File: src/rtl/joypad_pkg.sv
// joypad_pkg: button ordering, default keymap and bus constants for joypad_ctrl.
// Rev 1.0
`default_nettype none

package joypad_pkg;

  typedef enum logic [2:0] {
    BTN_A      = 3'd0,
    BTN_B      = 3'd1,
    BTN_SELECT = 3'd2,
    BTN_START  = 3'd3,
    BTN_UP     = 3'd4,
    BTN_DOWN   = 3'd5,
    BTN_LEFT   = 3'd6,
    BTN_RIGHT  = 3'd7
  } btn_e;

  localparam int KEY_TURBO_A = 8;
  localparam int KEY_TURBO_B = 9;

  localparam logic [7:0] SIG_P0   = 8'h10;
  localparam logic [7:0] SIG_P1   = 8'h20;
  localparam logic [7:0] OPEN_BUS = 8'h40;

  // PS/2 set-2 codes: A, B, Select, Start, Up, Down, Left, Right, turbo-A, turbo-B
  localparam logic [7:0] KEYMAP [4][10] = '{
    '{8'h22, 8'h1A, 8'h59, 8'h5A, 8'h75, 8'h72, 8'h6B, 8'h74, 8'h1B, 8'h1C},
    '{8'h42, 8'h3B, 8'h31, 8'h3A, 8'h43, 8'h4B, 8'h3C, 8'h4D, 8'h44, 8'h33},
    '{8'h15, 8'h1D, 8'h24, 8'h2D, 8'h2C, 8'h35, 8'h23, 8'h2B, 8'h34, 8'h21},
    '{8'h16, 8'h1E, 8'h26, 8'h25, 8'h2E, 8'h36, 8'h3D, 8'h3E, 8'h46, 8'h45}
  };

endpackage

`default_nettype wire

File: src/rtl/joypad_shifter.sv
// joypad_shifter: per-port serial shift register, LSB out first, fills with 1s.
// Rev 1.0
`default_nettype none

module joypad_shifter #(
  parameter int           L       = 8,
  parameter logic [L-1:0] RST_VAL = '0
) (
  input  logic         clk,
  input  logic         reset_n,
  input  logic         i_load,
  input  logic [L-1:0] i_load_data,
  input  logic         i_shift,
  output logic         o_head
);

  logic [L-1:0] r_sr;

  always_ff @(posedge clk) begin
    if (!reset_n) begin
      r_sr <= RST_VAL;
    end else if (i_load) begin
      r_sr <= i_load_data;
    end else if (i_shift) begin
      r_sr <= {1'b1, r_sr[L-1:1]};
    end
  end

  assign o_head = r_sr[0];

endmodule

`default_nettype wire

File: src/rtl/joypad_ctrl.sv
// joypad_ctrl: $4016/$4017 controller ports fed by PS/2 key events, 1-4 pads,
// Four Score streams and frame-locked turbo. Rev 1.0
`default_nettype none

module joypad_ctrl
  import joypad_pkg::*;
#(
  parameter int NUM_PADS     = 2,
  parameter bit TURBO_EN     = 1'b1,
  parameter int TURBO_FRAMES = 2
) (
  input  logic                  clk,
  input  logic                  reset_n,
  input  logic                  i_key_valid,
  input  logic [7:0]            i_key_code,
  input  logic                  i_key_press,
  input  logic                  i_frame_tick,
  input  logic                  i_bus_en,
  input  logic                  i_bus_rw,
  input  logic                  i_bus_port,
  input  logic [7:0]            i_bus_wdata,
  output logic [7:0]            o_bus_rdata,
  output logic [NUM_PADS*8-1:0] o_pad_state
);

  localparam int L   = (NUM_PADS > 2) ? 24 : 8;
  localparam int FCW = (TURBO_FRAMES > 1) ? $clog2(TURBO_FRAMES) : 1;

  localparam logic [23:0]  c_RST0_FULL = {SIG_P0, 16'h0000};
  localparam logic [23:0]  c_RST1_FULL = {SIG_P1, 16'h0000};
  localparam logic [L-1:0] c_RST0      = c_RST0_FULL[L-1:0];
  localparam logic [L-1:0] c_RST1      = c_RST1_FULL[L-1:0];

  logic           r_phase, w_phase_nxt;
  logic [FCW-1:0] r_frame_cnt, w_frame_cnt_nxt;
  logic           r_strobe, w_strobe_nxt;
  logic [3:0][7:0] w_eff, w_eff_nxt;

  always_comb begin
    w_phase_nxt     = r_phase;
    w_frame_cnt_nxt = r_frame_cnt;
    if (i_frame_tick) begin
      if (r_frame_cnt == FCW'(TURBO_FRAMES - 1)) begin
        w_frame_cnt_nxt = '0;
        w_phase_nxt     = ~r_phase;
      end else begin
        w_frame_cnt_nxt = r_frame_cnt + FCW'(1);
      end
    end
  end

  // Shift registers load from next-state so same-cycle key events are captured.
  for (genvar p = 0; p < 4; p++) begin : g_pad
    if (p < NUM_PADS) begin : g_on
      logic [7:0] r_held, w_held_nxt;
      logic [1:0] r_turbo, w_turbo_nxt;

      always_comb begin
        w_held_nxt  = r_held;
        w_turbo_nxt = r_turbo;
        if (i_key_valid) begin
          for (int b = 0; b < 8; b++) begin
            if (i_key_code == KEYMAP[p][b]) w_held_nxt[b] = i_key_press;
          end
          if (TURBO_EN) begin
            if (i_key_code == KEYMAP[p][KEY_TURBO_A]) w_turbo_nxt[0] = i_key_press;
            if (i_key_code == KEYMAP[p][KEY_TURBO_B]) w_turbo_nxt[1] = i_key_press;
          end
        end
      end

      always_ff @(posedge clk) begin
        if (!reset_n) begin
          r_held  <= '0;
          r_turbo <= '0;
        end else begin
          r_held  <= w_held_nxt;
          r_turbo <= w_turbo_nxt;
        end
      end

      assign w_eff[p]     = r_held | {6'b0, r_turbo & {2{r_phase}}};
      assign w_eff_nxt[p] = w_held_nxt | {6'b0, w_turbo_nxt & {2{w_phase_nxt}}};
      assign o_pad_state[p*8 +: 8] = w_eff[p];
    end else begin : g_off
      assign w_eff[p]     = 8'h00;
      assign w_eff_nxt[p] = 8'h00;
    end
  end

  logic w_wr4016, w_load, w_rd, w_head0, w_head1;
  logic [L-1:0] w_img0, w_img1;

  assign w_wr4016     = i_bus_en & ~i_bus_rw & ~i_bus_port;
  assign w_strobe_nxt = w_wr4016 ? i_bus_wdata[0] : r_strobe;
  assign w_load       = r_strobe | w_strobe_nxt;
  assign w_rd         = i_bus_en & i_bus_rw & ~r_strobe;

  always_ff @(posedge clk) begin
    if (!reset_n) begin
      r_phase     <= 1'b0;
      r_frame_cnt <= '0;
      r_strobe    <= 1'b0;
    end else begin
      r_phase     <= w_phase_nxt;
      r_frame_cnt <= w_frame_cnt_nxt;
      r_strobe    <= w_strobe_nxt;
    end
  end

  if (L == 8) begin : g_std
    assign w_img0 = w_eff_nxt[0];
    assign w_img1 = w_eff_nxt[1];
  end else begin : g_four_score
    assign w_img0 = {SIG_P0, w_eff_nxt[2], w_eff_nxt[0]};
    assign w_img1 = {SIG_P1, w_eff_nxt[3], w_eff_nxt[1]};
  end

  joypad_shifter #(.L(L), .RST_VAL(c_RST0)) u_port0 (
    .clk         (clk),
    .reset_n     (reset_n),
    .i_load      (w_load),
    .i_load_data (w_img0),
    .i_shift     (w_rd & ~i_bus_port),
    .o_head      (w_head0)
  );

  joypad_shifter #(.L(L), .RST_VAL(c_RST1)) u_port1 (
    .clk         (clk),
    .reset_n     (reset_n),
    .i_load      (w_load),
    .i_load_data (w_img1),
    .i_shift     (w_rd & i_bus_port),
    .o_head      (w_head1)
  );

  assign o_bus_rdata = OPEN_BUS | {7'b0, (i_bus_port ? w_head1 : w_head0)};

  logic w_unused;
  assign w_unused = ^{i_bus_wdata[7:1], w_eff, w_eff_nxt};

endmodule

`default_nettype wire
File: config.mk
export PLATFORM = sky130hd
export DESIGN_NAME = joypad_ctrl
export DESIGN_NICKNAME = d
export VERILOG_FILES = /design/src/rtl/joypad_pkg.sv /design/src/rtl/joypad_shifter.sv /design/src/rtl/joypad_ctrl.sv
export SDC_FILE = /design/constraint.sdc
export NUM_CORES = 1
export LEC_CHECK = 0
export ABC_AREA = 1
export CAP_MARGIN = 15
export CORE_MARGIN = 2
export CORE_UTILIZATION = 30
export CTS_BUF_LIST = sky130_fd_sc_hd__clkbuf_8
export DETAILED_ROUTE_END_ITERATION = 10
export PLACE_DENSITY_LB_ADDON = 0.12
export RECOVER_POWER = 50
export SYNTH_ARGS = -nofsm -noshare
export SYNTH_HDL_FRONTEND = slang
export SYNTH_SLANG_ARGS = --single-unit
File: constraint.sdc
create_clock -name clk -period 3.5 [get_ports clk]
set_input_delay 0.7 -clock clk [delete_from_list [all_inputs] [get_ports clk]]
set_output_delay 0.7 -clock clk [all_outputs]
set_load 0.03 [all_outputs]
* Word-level counts from Yosys, hierarchy flattened
Cells that the tools add are included.
Word-level totals: output and inout port bits 24, input bits 24, flip-flop bits (word level) 39
Cells by class: reduce and logical (&&, ||, !) cells 2, muxes and demuxes 33, eq/ne operators 20, bitwise operators 19, add/subtract/negate cells 1
Operators with widths (number):
- == test 8 x 7 -> 1 bit (second input constant) | 11
- == test 8 x 6 -> 1 bit (second input constant) | 6
- two-way mux 8 bit | 6
- bitwise OR 8 x 2 -> 8 bit | 4
- two-way mux 1 bit | 25
- == test 8 x 5 -> 1 bit (second input constant) | 3
- AND 2 bit | 4
- AND 1 bit | 6
- two-way mux 2 bit | 2
- inverter 1 bit | 4
- nonzero test 2 bit | 2
- adder 1 bit (second input constant) | 1
- bitwise OR 1 bit | 1

* Logic depth before layout (Yosys ltp)
Gate-level depths: netlist of run 1.
word-level depth 6, mapped depth 10

* Modules after synthesis
A second synthesis of run 1 with hierarchy kept.
Unflattened totals: cells, all modules 378, area, all modules 2358.5 um^2
By module, submodules not included:
- joypad_ctrl | times used 1, cells each 252, area an instance 1542.7 um^2
- joypad_shifter | times used 2, cells each 63, area an instance 407.9 um^2

* Worst setup path after synthesis of run 1
Ideal clock, no wire load.
kind input to output, start point in i_bus_port, end point out o_bus_rdata[0], slack 1.371 ns, buffers on the path 0, arrival 1.429 ns, cell stages on the path 2, cells stage by stage inv_2 > o21ai_0
Between the ends: cells in the longest elaborated chain, start to end 1
RTL lines:
- start: declaration | line joypad_ctrl.sv:20 | input logic i_bus_port,
- two-way mux 1 bit | line joypad_ctrl.sv:137 | assign o_bus_rdata = OPEN_BUS | {7'b0, (i_bus_port ? w_head1 : w_head0)};
- end: declaration | line joypad_ctrl.sv:22 | output logic [7:0] o_bus_rdata,
No other way between the ends.

* Final worst setup path of run 1
Same ends and word-level chain as after synthesis.

==> flow_metrics.py, run 1 <==
metrics = {
    "setup_path": {
        "cp_max_fo": 6,
        "cp-start-kind": "input pin",
        "cp-end-kind": "primary output",
        "crit_type": "input pin to primary output",
        "required_ns": 2.80,
        "worstPathArrival_ns": 2.08,
        "rrSetupSlack_ns": 2.11,
    },
    "floorplan": {
        "die_w_um": 88.5,
        "placementRows": 30,
        "die_h_um": 88.5,
        "io_pins": 48,
        "die-area_um2": 7820,
        "start_util_pct": 31.3,
        "core_um2": 6830,
    },
    "placement": {
        "dp_slack_ns": 0.699,
        "placedCellCount": 436,
        "gp_congestion": 0.790,
        "port_buffers": 33,
        "dp_hpwl_mm": 4.13,
    },
    "clock_network": {
        "cts.sinks": 39,
        "clk_pin_slew_ns": 0.08,
        "cts_root_buffer": "clkbuf_8",
        "clock_path_buffers": 2,
        "cts-resized-gates": 0,
        "cts_buffers": 5,
        "tritoncts": "done",
        "cts_hold_buf": 0,
        "cts_htree_levels": 2,
        "cts_setup_buffers": 0,
        "clk_latency_ns": 0.29,
    },
    "drt": {
        "detail_route.wirelength_mm": 5.44,
        "vias_per_cell": 4.37,
        "drt-pass1-iter-count": 4,
        "drc_errors": 0,
        "antenna_left": 0,
        "drt-initial-drc-count": 48,
        "detail_route.wl_per_cell_um": 12.3,
        "route.vias.total": 1942,
    },
    "outcome": {
        "status": "finished, final reports clean",
    },
    "power_and_ir_drop": {
        "switchingPower_uw": 262,
        "p_int_uw": 786,
        "power_per_cell_area_nw_per_um2": 406,
        "p_comb_share_pct": 12.3,
        "p_clk_share_pct": 43.0,
        "seqPwrFrac_pct": 44.7,
        "ir_drop_mv": 0.211,
        "swShare_pct": 25.0,
        "power.leakage_nw": 1.12,
    },
    "sta": {
        "rsz0062_at_grt": "no",
        "clock_skew_ns": 0.00763,
        "relSlewSlack_pct": 50.1,
        "setup_viol": 0,
        "fin_crit_sh_pct": 79.5,
        "hold_violations": 0,
        "fin_hold_ws_ns": 0.454,
        "fmax_ghz": 0.359,
        "setup-tns-final_ns": 0,
        "finalMaxSlewViolations": 0,
        "setup_ws_ns": 0.717,
        "period_minus_slack_ns": 2.78,
        "tightest_slew_ns": 0.748,
    },
    "synth": {
        "yosysSeqAreaShare_pct": 36.5,
        "ys_ff_latch": 39,
        "synth_area_um2": 2140,
        "yosys.area.top_type": "dfxtp_1",
        "ys_top_cells_by_area": "dfxtp_1 (36%), nand2_1 (13%), nor2_1 (7.9%)",
        "synthCells": 326,
        "yosysWarnings": 0,
        "synthDominantCellAreaShare_pct": 36.5,
        "synth-edff-count": 0,
        "ys_async_sr_fraction_pct": 0,
        "synth_ff_type": "dfxtp_1",
        "synth_cell_types": 31,
        "syn_area_per_cell_um2": 6.56,
    },
    "global_routing": {
        "antenna_found_initial": 0,
        "grt_max_degree": 20,
        "grt.total_usage_pct": 15.1,
        "grt_overflow": 0,
        "grt_pass1_wl_mm": 8.95,
        "grt_pass1_vias": 1852,
    },
    "layout": {
        "area_growth_pct": 20.5,
        "final_cells": 444,
        "nNetsFinal": 371,
        "num_antenna_cells": 0,
        "drive_above_1_share_pct": 8.05,
    },
    "hold_path": {
        "hp-class": "flop to flop",
    },
    "job": {
        "max_cap_violations": 0,
    },
}
[final timing paths]
| kind | from | endpoint | cells after the start |
|---|---|---|---|
| max | i_bus_port | o_bus_rdata[0] | 4 |
| min reg2reg | r_frame_cnt | r_frame_cnt | 1 |
| min | r_frame_cnt | r_frame_cnt | 1 |
| max reg2reg | r_strobe | u_port0.r_sr[1] | 9 |
[per-layer routing]
metal	track usage, %	wire length [um]	up-vias	share of wire, %
met1	20.1	2700	864	50
li1	-	-	1040	-
met2	24.7	2520	34	46
met5	0	0	-	0
met3	3.08	167	4	3.1
met4	4.27	54	0	0.99
[sequential cells by signal (all words and copies together) (netlist names)]
signal and cells:
g_pad.g_on.r_held 16, u_port1.r_sr 8, r_frame_cnt 1, u_port0.r_sr 8
r_strobe 1, g_pad.g_on.r_turbo 4, r_phase 1
[area by class of cell]
cell class	count	area, um2
clock buffers	5	68.8
clock inverters	3	63.8
fillers	776	4250
inverters	39	146
multi-input cells	226	1050
flip-flops and latches	39	781
well taps	96	120
repair buffers	36	345
[cell families (layout without fill, tap and decap cells)]
logic type | count (synthesis) | count (layout) | share of synthesized area (%)
compound gates | 57 | 57 | 14.6
xor+xnor | 1 | 1 | 0.409
buf+inv | 66 | 83 | 15.1
flops | 39 | 39 | 36.5
mux | 1 | 1 | 0.468
other cells | 2 | 7 | 0.351
simple gates | 160 | 160 | 32.6
[cells in the mapped netlist, types with 2 or more instances]
library cell and instances:
a21o_1 3, a21oi_1 19, buf_2 3, buf_4 19, clkbuf_1 3, conb_1 2, dfxtp_1 39, inv_1 35
inv_2 4, nand2_1 75, nand3_1 21, nand3_2 2, nor2_1 45, nor2_2 7, nor2_4 2, nor3_1 2
nor3_2 2, o21ai_0 24, o21ai_1 7
[through the flow]
step | utilization, % | area [um2] | power [mW]
CTS | 37.9 | 2590 | 1.06
global placement | 35.9 | 2450 | 0.609
floorplan | - | 2160 | 0.569
global route | 37.7 | 2580 | 1.09
finish | 37.7 | 2580 | 1.05
detailed placement | 35.9 | 2450 | 0.610
[power groups by stage]
stage,Sequential [mW],Combinational [mW],Clock (mW)
5_1_grt,0.471,0.146,0.478
3_3_place_gp,0.478,0.131,0
3_5_place_dp,0.478,0.132,0
4_1_cts,0.468,0.132,0.460
6_report,0.468,0.129,0.451
2_1_floorplan,0.477,0.0922,0
[critical path, stage by stage]
cell	delay (ns)
clkdlybuf4s50_1	0.47
inv_2	0.06
o21ai_0	0.15
clkdlybuf4s50_1	0.69
[layout by cell type (no fill, tap or decap), types with 3 or more instances in the layout]
| cell | Yosys | final |
|---|---|---|
| nor2_2 | 7 | 7 |
| o21ai_0 | 24 | 24 |
| dlygate4sd3_1 | 0 | 10 |
| a21o_1 | 3 | 3 |
| inv_1 | 35 | 36 |
| nand3_1 | 21 | 21 |
| conb_1 | 2 | 7 |
| dfxtp_1 | 39 | 39 |
| clkdlybuf4s50_1 | 0 | 23 |
| inv_2 | 4 | 4 |
| clkbuf_8 | 0 | 5 |
| o21ai_1 | 7 | 7 |
| nand2_1 | 75 | 75 |
| a21oi_1 | 19 | 19 |
| nor2_1 | 45 | 45 |
Power figures use the tool's default switching activity.
==> inputs of run 2 (changes only) <==
==> constraint.sdc (replaced) <==
create_clock -name clk -period 2.73 [get_ports clk]
set_input_delay 0.546 -clock clk [delete_from_list [all_inputs] [get_ports clk]]
set_output_delay 0.546 -clock clk [all_outputs]
set_load 0.03 [all_outputs]
==> run 2 against run 1 <==
  * Hold slack improved by 0.0024 ns
  * Clock skew barely moved
  * Critical path depth did not move
  * Flip-flop and latch count did not move
  * Critical path type unchanged
  * Largest power group unchanged
==> flow_metrics.py, run 2 (synthesis results as in run 1) <==
metrics = {
    "setup_path": {
        "rr_worst_depth": 9,
        "required_ns": 2.18,
        "rrSetupSlack_ns": 1.30,
        "crit_type": "input pin to primary output",
        "cp_max_fo": 6,
        "worstPathArrival_ns": 1.91,
        "cp_slowest_cell": "clkdlybuf4s50_1",
        "cp-end-kind": "primary output",
        "rr_startpoint": "r_strobe",
        "cp-start-kind": "input pin",
        "critPathMostFrequentCell": "clkdlybuf4s50_1",
        "r2r-end": "u_port0.r_sr[1]",
        "path_cells": "clkdlybuf4s50_1 > inv_2 > o21ai_0 > clkdlybuf4s50_1",
        "slowest_delay_ns": 0.69,
    },
    "power_and_ir_drop": {
        "p_comb_share_pct": 14.4,
        "power_per_cell_area_nw_per_um2": 457,
        "p_clk_share_pct": 33.5,
        "seqPwrFrac_pct": 52.1,
        "power_mw": 1.15,
        "power.leakage_nw": 1.11,
        "switchingPower_uw": 328,
        "p_int_uw": 823,
        "swShare_pct": 28.5,
        "ir_drop_mv": 0.243,
    },
    "clock_network": {
        "clk_latency_ns": 0.29,
        "cts_hold_buf": 0,
        "cts.sinks": 39,
        "cts_buffers": 5,
        "clock_path_buffers": 2,
        "cts_htree_levels": 2,
        "cts-resized-gates": 0,
        "cts_setup_buffers": 0,
        "tritoncts": "done",
        "clk_pin_slew_ns": 0.07,
        "cts_root_buffer": "clkbuf_8",
    },
    "placement": {
        "dp_slack_ns": 0.252,
        "gp_congestion": 0.801,
        "dp_hpwl_mm": 4.22,
        "placed_cell_area_um2": 2480,
        "port_buffers": 33,
        "placedCellCount": 439,
    },
    "sta": {
        "tightest_slew_ns": 0.778,
        "setup_viol": 0,
        "fmax_ghz": 0.407,
        "finalMaxSlewViolations": 0,
        "rsz0062_at_grt": "no",
        "setup_ws_ns": 0.273,
        "hold_violations": 0,
        "relSlewSlack_pct": 48.1,
        "period_minus_slack_ns": 2.46,
        "fin_crit_sh_pct": 90.0,
        "fin_hold_ws_ns": 0.456,
        "clock_skew_ns": 0.00718,
        "setup-tns-final_ns": 0,
    },
    "layout": {
        "most-common-layout-cells": "nand2_1 (75), nor2_1 (51), dfxtp_1 (39)",
        "layout_commonest_cell": "nand2_1",
        "nFillCells": 783,
        "regMostFlops": "g_pad.g_on.r_held",
        "final_util_pct": 36.9,
        "final_cells": 447,
        "nNetsFinal": 374,
        "largest_reg_flops": 16,
        "largest_registers": "g_pad.g_on.r_held (16), u_port0.r_sr (8), u_port1.r_sr (8)",
        "area_growth_pct": 17.8,
        "num_antenna_cells": 0,
        "final_cell_area_um2": 2520,
        "drive_above_1_share_pct": 7.12,
    },
    "floorplan": {
        "placementRows": 30,
        "core_um2": 6830,
        "die-area_um2": 7820,
        "die_w_um": 88.5,
        "die_h_um": 88.5,
        "start_util_pct": 31.3,
        "io_pins": 48,
    },
    "global_routing": {
        "grt_max_degree": 17,
        "grt_pass1_wl_mm": 8.76,
        "grt_overflow": 0,
        "grt_pass1_vias": 1852,
        "antenna_found_initial": 0,
        "grt.total_usage_pct": 14.8,
    },
    "hold_path": {
        "min-delay-start": "r_frame_cnt",
        "holdPathStages": 1,
        "hp-class": "flop to flop",
        "min_to": "r_frame_cnt",
    },
    "drt": {
        "drt-pass1-iter-count": 4,
        "antenna_left": 0,
        "detail_route.wirelength_mm": 5.47,
        "drt-initial-drc-count": 91,
        "route.vias.total": 1983,
        "detail_route.wl_per_cell_um": 12.2,
        "vias_per_cell": 4.44,
        "drc_errors": 0,
    },
    "outcome": {
        "status": "finished, final reports clean",
    },
    "job": {
        "max_cap_violations": 0,
    },
}
run 2: changes by cell type in the layout (fill, tap and decap cells not counted), sizes merged:
cell    change
clkinv      +3
bufinv      -2
inv         -1
clkbuf      -1
buf         +4
run 2: metal layers:
layer  vias up  part of all wire [%]  global-route usage [%]
li1       1052                     -                       -
met1       878                    48                    20.1
met2        44                    45                    23.5
met3         9                   5.1                    2.89
met4         0                   1.9                    5.23
met5         -                     0                       0
run 2: worst max path at each step:
stage                     endpoint  slack (ns)  cells after the start  startpoint
floorplan           o_bus_rdata[0]        0.91                      2  i_bus_port
global placement    o_bus_rdata[0]        0.25                      4  i_bus_port
detailed placement  o_bus_rdata[0]        0.25                      4  i_bus_port
CTS                 o_bus_rdata[0]        0.25                      4  i_bus_port
global route        o_bus_rdata[0]        0.20                      4  i_bus_port
finish              o_bus_rdata[0]        0.27                      4  i_bus_port
run 2: layout make-up:
cell class                 count  area [um2]  share of cell area (%)
sequential                    39         781                    31.0
timing repair buffer          39         372                    14.7
multi-input combinational    226        1020                    40.4
clock inverter                 3        15.0                   0.596
clock buffer                   5        68.8                    2.73
tap                           96         120                    4.76
inverter                      39         146                    5.81
run 2: critical path, delay by kind of cell:
| kind | cells | cell delay [ns] |
|---|---|---|
| compound gates | 1 | 0.14 |
| buf+inv | 3 | 1.23 |
run 2: power by group through the flow:
| stage | Combinational [mW] | Sequential [mW] | Clock (mW) |
|---|---|---|---|
| after floorplan | 0.118 | 0.611 | 0 |
| after global placement | 0.172 | 0.613 | 0 |
| after detailed placement | 0.172 | 0.613 | 0 |
| after CTS | 0.173 | 0.600 | 0.399 |
| after global routing | 0.187 | 0.603 | 0.426 |
| final | 0.165 | 0.600 | 0.386 |
